$ cat src/rtl/seg_display_driver.sv
`default_nettype none
// ============================================================================
// Module   : seg_display_driver
// Purpose  : Four-digit seven-segment driver for a calculator. A load strobe
//            captures an unsigned 14-bit magnitude plus sign and error flags.
//            An iterative shift-and-add-3 converter turns the magnitude into
//            BCD, one bit per cycle. The formatted digits (error text,
//            leading-zero blanking, minus sign) are then committed to the
//            display registers. The display is scanned continuously by an
//            externally generated refresh index.
// Ports    : clk               - system clock, rising edge
//            rst_n             - asynchronous active-low reset
//            i_refresh_counter - digit-scan index (0 = rightmost digit)
//            i_load            - one-cycle strobe, new value to display
//            i_value_in        - unsigned magnitude, sampled with i_load
//            i_negative_in     - sign flag, sampled with i_load
//            i_error_in        - error flag, sampled with i_load
//            o_busy            - conversion in progress
//            o_an              - digit enables, active-low, one-hot-low
//            o_seg             - segments {g,f,e,d,c,b,a}, active-low
// Revision : 1.0 - initial release
// ============================================================================
module seg_display_driver (
    input  logic        clk,
    input  logic        rst_n,
    input  logic [1:0]  i_refresh_counter,
    input  logic        i_load,
    input  logic [13:0] i_value_in,
    input  logic        i_negative_in,
    input  logic        i_error_in,
    output logic        o_busy,
    output logic [3:0]  o_an,
    output logic [6:0]  o_seg
);

    localparam logic [6:0] c_SEG_BLANK = 7'b1111111;
    localparam logic [6:0] c_SEG_MINUS = 7'b0111111;
    localparam logic [6:0] c_SEG_E     = 7'b0000110;
    localparam logic [6:0] c_SEG_R     = 7'b0101111;
    localparam logic [3:0] c_LAST_SHIFT = 4'd13;

    typedef enum logic [1:0] {
        ST_IDLE   = 2'd0,
        ST_SHIFT  = 2'd1,
        ST_COMMIT = 2'd2
    } state_t;

    function automatic logic [6:0] f_numeral(input logic [3:0] i_d);
        case (i_d)
            4'd0:    f_numeral = 7'b1000000;
            4'd1:    f_numeral = 7'b1111001;
            4'd2:    f_numeral = 7'b0100100;
            4'd3:    f_numeral = 7'b0110000;
            4'd4:    f_numeral = 7'b0011001;
            4'd5:    f_numeral = 7'b0010010;
            4'd6:    f_numeral = 7'b0000010;
            4'd7:    f_numeral = 7'b1111000;
            4'd8:    f_numeral = 7'b0000000;
            4'd9:    f_numeral = 7'b0010000;
            default: f_numeral = c_SEG_BLANK;
        endcase
    endfunction

    // ------------------------------------------------------------------------
    // Scan index: two-flop synchronizer, index only follows once both stages
    // agree so a single-cycle glitch never reaches the anodes.
    // ------------------------------------------------------------------------
    logic [1:0] r_sync1;
    logic [1:0] r_sync2;
    logic [1:0] r_idx;
    logic       r_active;
    logic [1:0] w_idx;

    assign w_idx = (r_sync1 == r_sync2) ? r_sync2 : r_idx;

    always_ff @(posedge clk or negedge rst_n) begin
        if (!rst_n) begin
            r_sync1  <= 2'd0;
            r_sync2  <= 2'd0;
            r_idx    <= 2'd0;
            r_active <= 1'b0;
        end else begin
            r_sync1  <= i_refresh_counter;
            r_sync2  <= r_sync1;
            r_idx    <= w_idx;
            r_active <= 1'b1;
        end
    end

    // ------------------------------------------------------------------------
    // Conversion datapath
    // ------------------------------------------------------------------------
    state_t          r_state;
    logic [13:0]     r_bin;
    logic [15:0]     r_bcd;
    logic [3:0]      r_cnt;
    logic [13:0]     r_val;
    logic            r_neg;
    logic            r_err;
    logic            r_busy;
    logic [3:0][6:0] r_dig;

    // Add-3 correction on every BCD nibble that is 5 or more before a shift.
    logic [15:0] w_bcd_adj;
    genvar gi;
    generate
        for (gi = 0; gi < 4; gi++) begin : g_adj
            assign w_bcd_adj[gi*4 +: 4] = (r_bcd[gi*4 +: 4] >= 4'd5) ?
                                          (r_bcd[gi*4 +: 4] + 4'd3) :
                                           r_bcd[gi*4 +: 4];
        end
    endgenerate

    // Formatting of the finished BCD result into segment patterns.
    logic            w_is_err;
    logic [1:0]      w_msd;
    logic [3:0][6:0] w_disp;

    always_comb begin
        w_is_err = r_err || (r_val > 14'd9999) || (r_neg && (r_val > 14'd999));
        if (r_bcd[15:12] != 4'd0)      w_msd = 2'd3;
        else if (r_bcd[11:8] != 4'd0)  w_msd = 2'd2;
        else if (r_bcd[7:4] != 4'd0)   w_msd = 2'd1;
        else                           w_msd = 2'd0;

        w_disp = {4{c_SEG_BLANK}};
        if (w_is_err) begin
            w_disp[3] = c_SEG_BLANK;
            w_disp[2] = c_SEG_E;
            w_disp[1] = c_SEG_R;
            w_disp[0] = c_SEG_R;
        end else begin
            for (int k = 0; k < 4; k++) begin
                if (2'(k) <= w_msd) begin
                    w_disp[k] = f_numeral(r_bcd[k*4 +: 4]);
                end else if (r_neg && (r_val != 14'd0) &&
                             (3'(k) == ({1'b0, w_msd} + 3'd1))) begin
                    // -0 has no sign; the minus sits just left of the MSD.
                    w_disp[k] = c_SEG_MINUS;
                end
            end
        end
    end

    always_ff @(posedge clk or negedge rst_n) begin
        if (!rst_n) begin
            r_state <= ST_IDLE;
            r_bin   <= 14'd0;
            r_bcd   <= 16'd0;
            r_cnt   <= 4'd0;
            r_val   <= 14'd0;
            r_neg   <= 1'b0;
            r_err   <= 1'b0;
            r_busy  <= 1'b0;
            r_dig   <= {4{c_SEG_BLANK}};
        end else begin
            case (r_state)
                ST_IDLE: begin
                    if (i_load) begin
                        r_bin   <= i_value_in;
                        r_val   <= i_value_in;
                        r_neg   <= i_negative_in;
                        r_err   <= i_error_in;
                        r_bcd   <= 16'd0;
                        r_cnt   <= 4'd0;
                        r_busy  <= 1'b1;
                        r_state <= ST_SHIFT;
                    end
                end
                ST_SHIFT: begin
                    r_bcd <= {w_bcd_adj[14:0], r_bin[13]};
                    r_bin <= {r_bin[12:0], 1'b0};
                    r_cnt <= r_cnt + 4'd1;
                    if (r_cnt == c_LAST_SHIFT) begin
                        r_state <= ST_COMMIT;
                    end
                end
                ST_COMMIT: begin
                    r_dig   <= w_disp;
                    r_busy  <= 1'b0;
                    r_state <= ST_IDLE;
                end
                default: begin
                    r_busy  <= 1'b0;
                    r_state <= ST_IDLE;
                end
            endcase
        end
    end

    // ------------------------------------------------------------------------
    // Outputs: anodes and segments follow the scan index; dark in reset.
    // ------------------------------------------------------------------------
    always_comb begin
        o_an  = 4'b1111;
        o_seg = c_SEG_BLANK;
        if (r_active) begin
            case (w_idx)
                2'd0:    o_an = 4'b1110;
                2'd1:    o_an = 4'b1101;
                2'd2:    o_an = 4'b1011;
                default: o_an = 4'b0111;
            endcase
            o_seg = r_dig[w_idx];
        end
    end

    assign o_busy = r_busy;

endmodule
`default_nettype wire

$ cat config.mk
export PLATFORM = sky130hd
export DESIGN_NAME = seg_display_driver
export DESIGN_NICKNAME = d
export VERILOG_FILES = /design/src/rtl/seg_display_driver.sv
export SDC_FILE = /design/constraint.sdc
export NUM_CORES = 1
export LEC_CHECK = 0
export CORE_UTILIZATION = 30
export CTS_BUF_LIST = sky130_fd_sc_hd__clkbuf_8
export CTS_CLUSTER_SIZE = 25
export DETAILED_ROUTE_END_ITERATION = 16
export SYNTH_ARGS = -nofsm -noshare
export SYNTH_HDL_FRONTEND = slang
export SYNTH_SLANG_ARGS = --single-unit
export TNS_END_PERCENT = 50
$ cat constraint.sdc
create_clock -name clk -period 2.1 [get_ports clk]
set_input_delay 0.21 -clock clk [delete_from_list [all_inputs] [get_ports clk]]
set_output_delay 0.21 -clock clk [all_outputs]
set_load 0.02 [all_outputs]
==> impl_metrics.tcl <==
set metrics [dict create \
    outcome "finished, violations left" \
    violations "negative setup slack" \
    routedWlPerCell_um 14.81 \
    critPathTopFamily "flip-flops" \
    rr_worst_depth 5 \
    die_h_um 129.1 \
    wl_mm 12.02 \
    setup_viol 8 \
    antenna_found_initial 0 \
    synth.distinct_cells 53 \
    grt_pass1_vias 4042 \
    dpl.cell_count 791 \
    clockPowerShare_pct 16.0 \
    ys_ff_latch 88 \
    grt_max_degree 50 \
    grt_usage_pct 15.18 \
    via_per_inst 5.078 \
    syn_avg_cell_area_um2 8.889 \
    overflow 0 \
    crit_chain "xor2_1 > or2_4 > and2_4 > inv_4 > o21ai_1 > o2111ai_1 > buf_4" \
    fp.dieArea_mm2 0.01666 \
    layout_setup_ws_ns -0.08002 \
    min_path_cells 1 \
    yosysSeqAreaShare_pct 46.18 \
    die_w_um 129.1 \
    root_buffer "clkbuf_8" \
    yosys_warnings 0 \
    worstMarginPinSlew_ns 0.6995 \
    syn-num-nets 589 \
    critical_path_depth 7 \
    vdd_drop_max_uv 455.4 \
    dr.pass1.iters 4 \
    hold_violations 0 \
    portBuffers 32 \
    h-tree-depth 3 \
    p_switching_mw 3.243 \
    worstPathMaxFanout 8 \
    initial_core_util_pct 30.61 \
    area_growth_pct 21.69 \
    syn_area_mm2 0.004845 \
    min_period_ns 2.180 \
    path_class "reg2out" \
    grt_pass1_wl_mm 20.06 \
    p_seq_share_pct 39.0 \
    slew_viol_final 0 \
    drive_gt1_share_pct 18.62 \
    max_cap_viol_count 0 \
    layout_common_cells "nand2_1 (99), dfrtp_1 (56), o21ai_0 (54)" \
    slew_headroom_pct 53.37 \
    drcViolationCount 0 \
    rsz0062_at_grt "yes" \
    dr.first_iter.drc_count 255 \
    crit_path_top_delay_cell "dfrtp_2" \
    max_stage_delay_ns 0.45 \
    p_sw_share_pct 41.34 \
    tritoncts "yes" \
    fin_tns_setup_ns -0.5264 \
    max_freq_mhz 458.7 \
    synth_edf_count 0 \
    clock_path_buffers 2 \
    pwr-share-comb_pct 45.0 \
    clk_latency_ns 0.36 \
    dp_hpwl_mm 8.487 \
    num_rows 46 \
    cts_buffers 9 \
    cts.clk_slew.worst_paths_ns 0.08 \
    p_leak_nw 2.467 \
    io_pins 33 \
    fin_crit_sh_pct 103.8 \
    worstPathArrival_ns 1.97 \
    core-area_mm2 0.01583 \
    n_antenna_cell 0 \
    crit_required_ns 1.89 \
    min_path_type "in2reg" \
    powerDensity_mw_per_mm2 1331 \
    instances_no_fill 812 \
    clkSinkCount 88 \
    power.internal_mw 4.602 \
    vias 4123 \
    async_reset_ff_share_pct 100.0 \
    ant_nets 0 \
    end_kind "output port" \
    synth-main-ff-cell "dfrtp_1" \
    fin_skew_ns 0.01124 \
    routabilityCongestion 0.9317 \
    cp_num_buf_inv 2 \
    fin_nets 635 \
    synthCells 545 \
    final_common_cell "nand2_1" \
    worst_setup_path_start_kind "register" \
]
-- metal layers --
metal  up-vias  global-route usage [%]  part of all wire (%)
met1      2001                   20.62                    49
met4         0                   4.844                   1.6
met2       100                   24.26                    46
met5         -                       0                     0
met3        17                   3.097                   3.9
li1       2005                       -                     -
-- logic make-up after synthesis --
group | after synthesis | share of synthesized area (%)
flip-flops | 88 | 46.18
buffers and inverters | 52 | 4.416
XOR/XNOR | 6 | 1.085
multiplexers | 1 | 0.2066
AND/OR/NAND/NOR | 197 | 18.96
adder cells (fa/ha/maj) | 23 | 5.940
other | 1 | 0.07741
AO/OA/AOI/OAI | 177 | 23.14
-- final cells by class --
type	count	area, µm²
clock inverters	7	87.58
clock buffers	9	123.9
multi-input cells	406	2536
well taps	216	270.3
fillers	1580	9932
inverters	22	85.08
flip-flops and latches	88	2242
repair buffers	64	550.5
-- Yosys cell counts, drive strengths merged (2+ instances only) --
library cell / count / area (µm²)
nand4: 3 / 18.77
o311ai: 2 / 17.52
nor2: 37 / 138.9
ha: 23 / 287.8
nand2b: 8 / 50.05
and3: 4 / 25.02
o31ai: 2 / 15.01
or4: 2 / 15.01
nand3: 10 / 55.05
nor4: 2 / 12.51
xnor2: 4 / 35.03
nand2: 99 / 371.6
o2111ai: 8 / 70.07
nor3b: 3 / 27.52
a21oi: 36 / 180.2
nor2b: 18 / 112.6
clkbuf: 20 / 75.07
inv: 22 / 82.58
a32o: 3 / 30.03
o22a: 10 / 87.58
a22oi: 13 / 97.59
a31oi: 2 / 12.51
nor3: 2 / 10.01
a41oi: 3 / 26.28
nand4b: 2 / 32.53
or2: 3 / 18.77
buf: 10 / 56.31
dfrtp: 60 / 1501
and2: 3 / 18.77
o211ai: 6 / 45.04
o21ai: 70 / 350.3
a211oi: 5 / 42.54
xor2: 2 / 17.52
dfstp: 28 / 735.7
a22o: 12 / 105.1
-- power by group through the flow --
| stage | Combinational [mW] | Clock, mW | Sequential, mW |
|---|---|---|---|
| after floorplan | 2.52 | 0 | 2.86 |
| after global placement | 3.34 | 0 | 3.04 |
| after detailed placement | 3.45 | 0 | 3.07 |
| after CTS | 3.51 | 1.30 | 3.05 |
| after global routing | 4.00 | 1.36 | 3.15 |
| final | 3.53 | 1.25 | 3.06 |
-- worst reg2reg max path: stages, from the launching register on --
cell and delay [ns]:
dfrtp_1 0.40, or4_1 0.57, a211oi_2 0.26, buf_4 0.28
nand3_2 0.16, o22a_1 0.21
-- sequential cells by signal, indices dropped and copies added, names as in the netlist --
| signal | cells |
|---|---|
| o_busy | 1 |
| r_active | 1 |
| r_bcd | 16 |
| r_bin | 14 |
| r_cnt | 4 |
| r_dig | 28 |
| r_err | 1 |
| r_idx | 2 |
| r_neg | 1 |
| r_state | 2 |
| r_sync1 | 2 |
| r_sync2 | 2 |
| r_val | 14 |
-- through the flow --
step                      hold WS, ns  util, %  cell area, µm²  power, mW  setup WS (ns)
final                          0.3139    37.25            5896      7.846       -0.08002
after global routing           0.2912    37.25            5896      8.512        -0.1657
after CTS                      0.2953    36.81            5827      7.859       -0.07133
after detailed placement       0.2337    34.92            5527      6.516        -0.3928
after global placement         0.2246    34.92            5527      6.377        -0.2680
after floorplan              -0.08559        -            4845      5.383        0.08393
-- repair_timing --
action | in CTS | in global routing
setup buffers | 1 | 2
cloned | 0 | 1
hold buffers | 1 | 0
resized for setup | 84 | 13
pin swaps | 6 | 8
endpoints found under the setup margin | 11 | 10
hold endpoints to repair | 39 | 0
-- final timing paths --
| check | from | to | slack [ns] |
|---|---|---|---|
| max in group asynchronous | rst_n | r_dig[5] | 1.02 |
| setup reg to reg | r_val[12] | r_dig[22] | 0.15 |
| hold reg to reg | r_sync1[0] | r_sync2[0] | 0.45 |
| hold / removal | i_refresh_counter[0] | r_sync1[0] | 0.31 |
| setup / recovery | r_sync2[0] | o_seg[2] | -0.08 |
| min in group asynchronous | rst_n | r_active | 0.37 |
(Power assumes the default switching activity.)
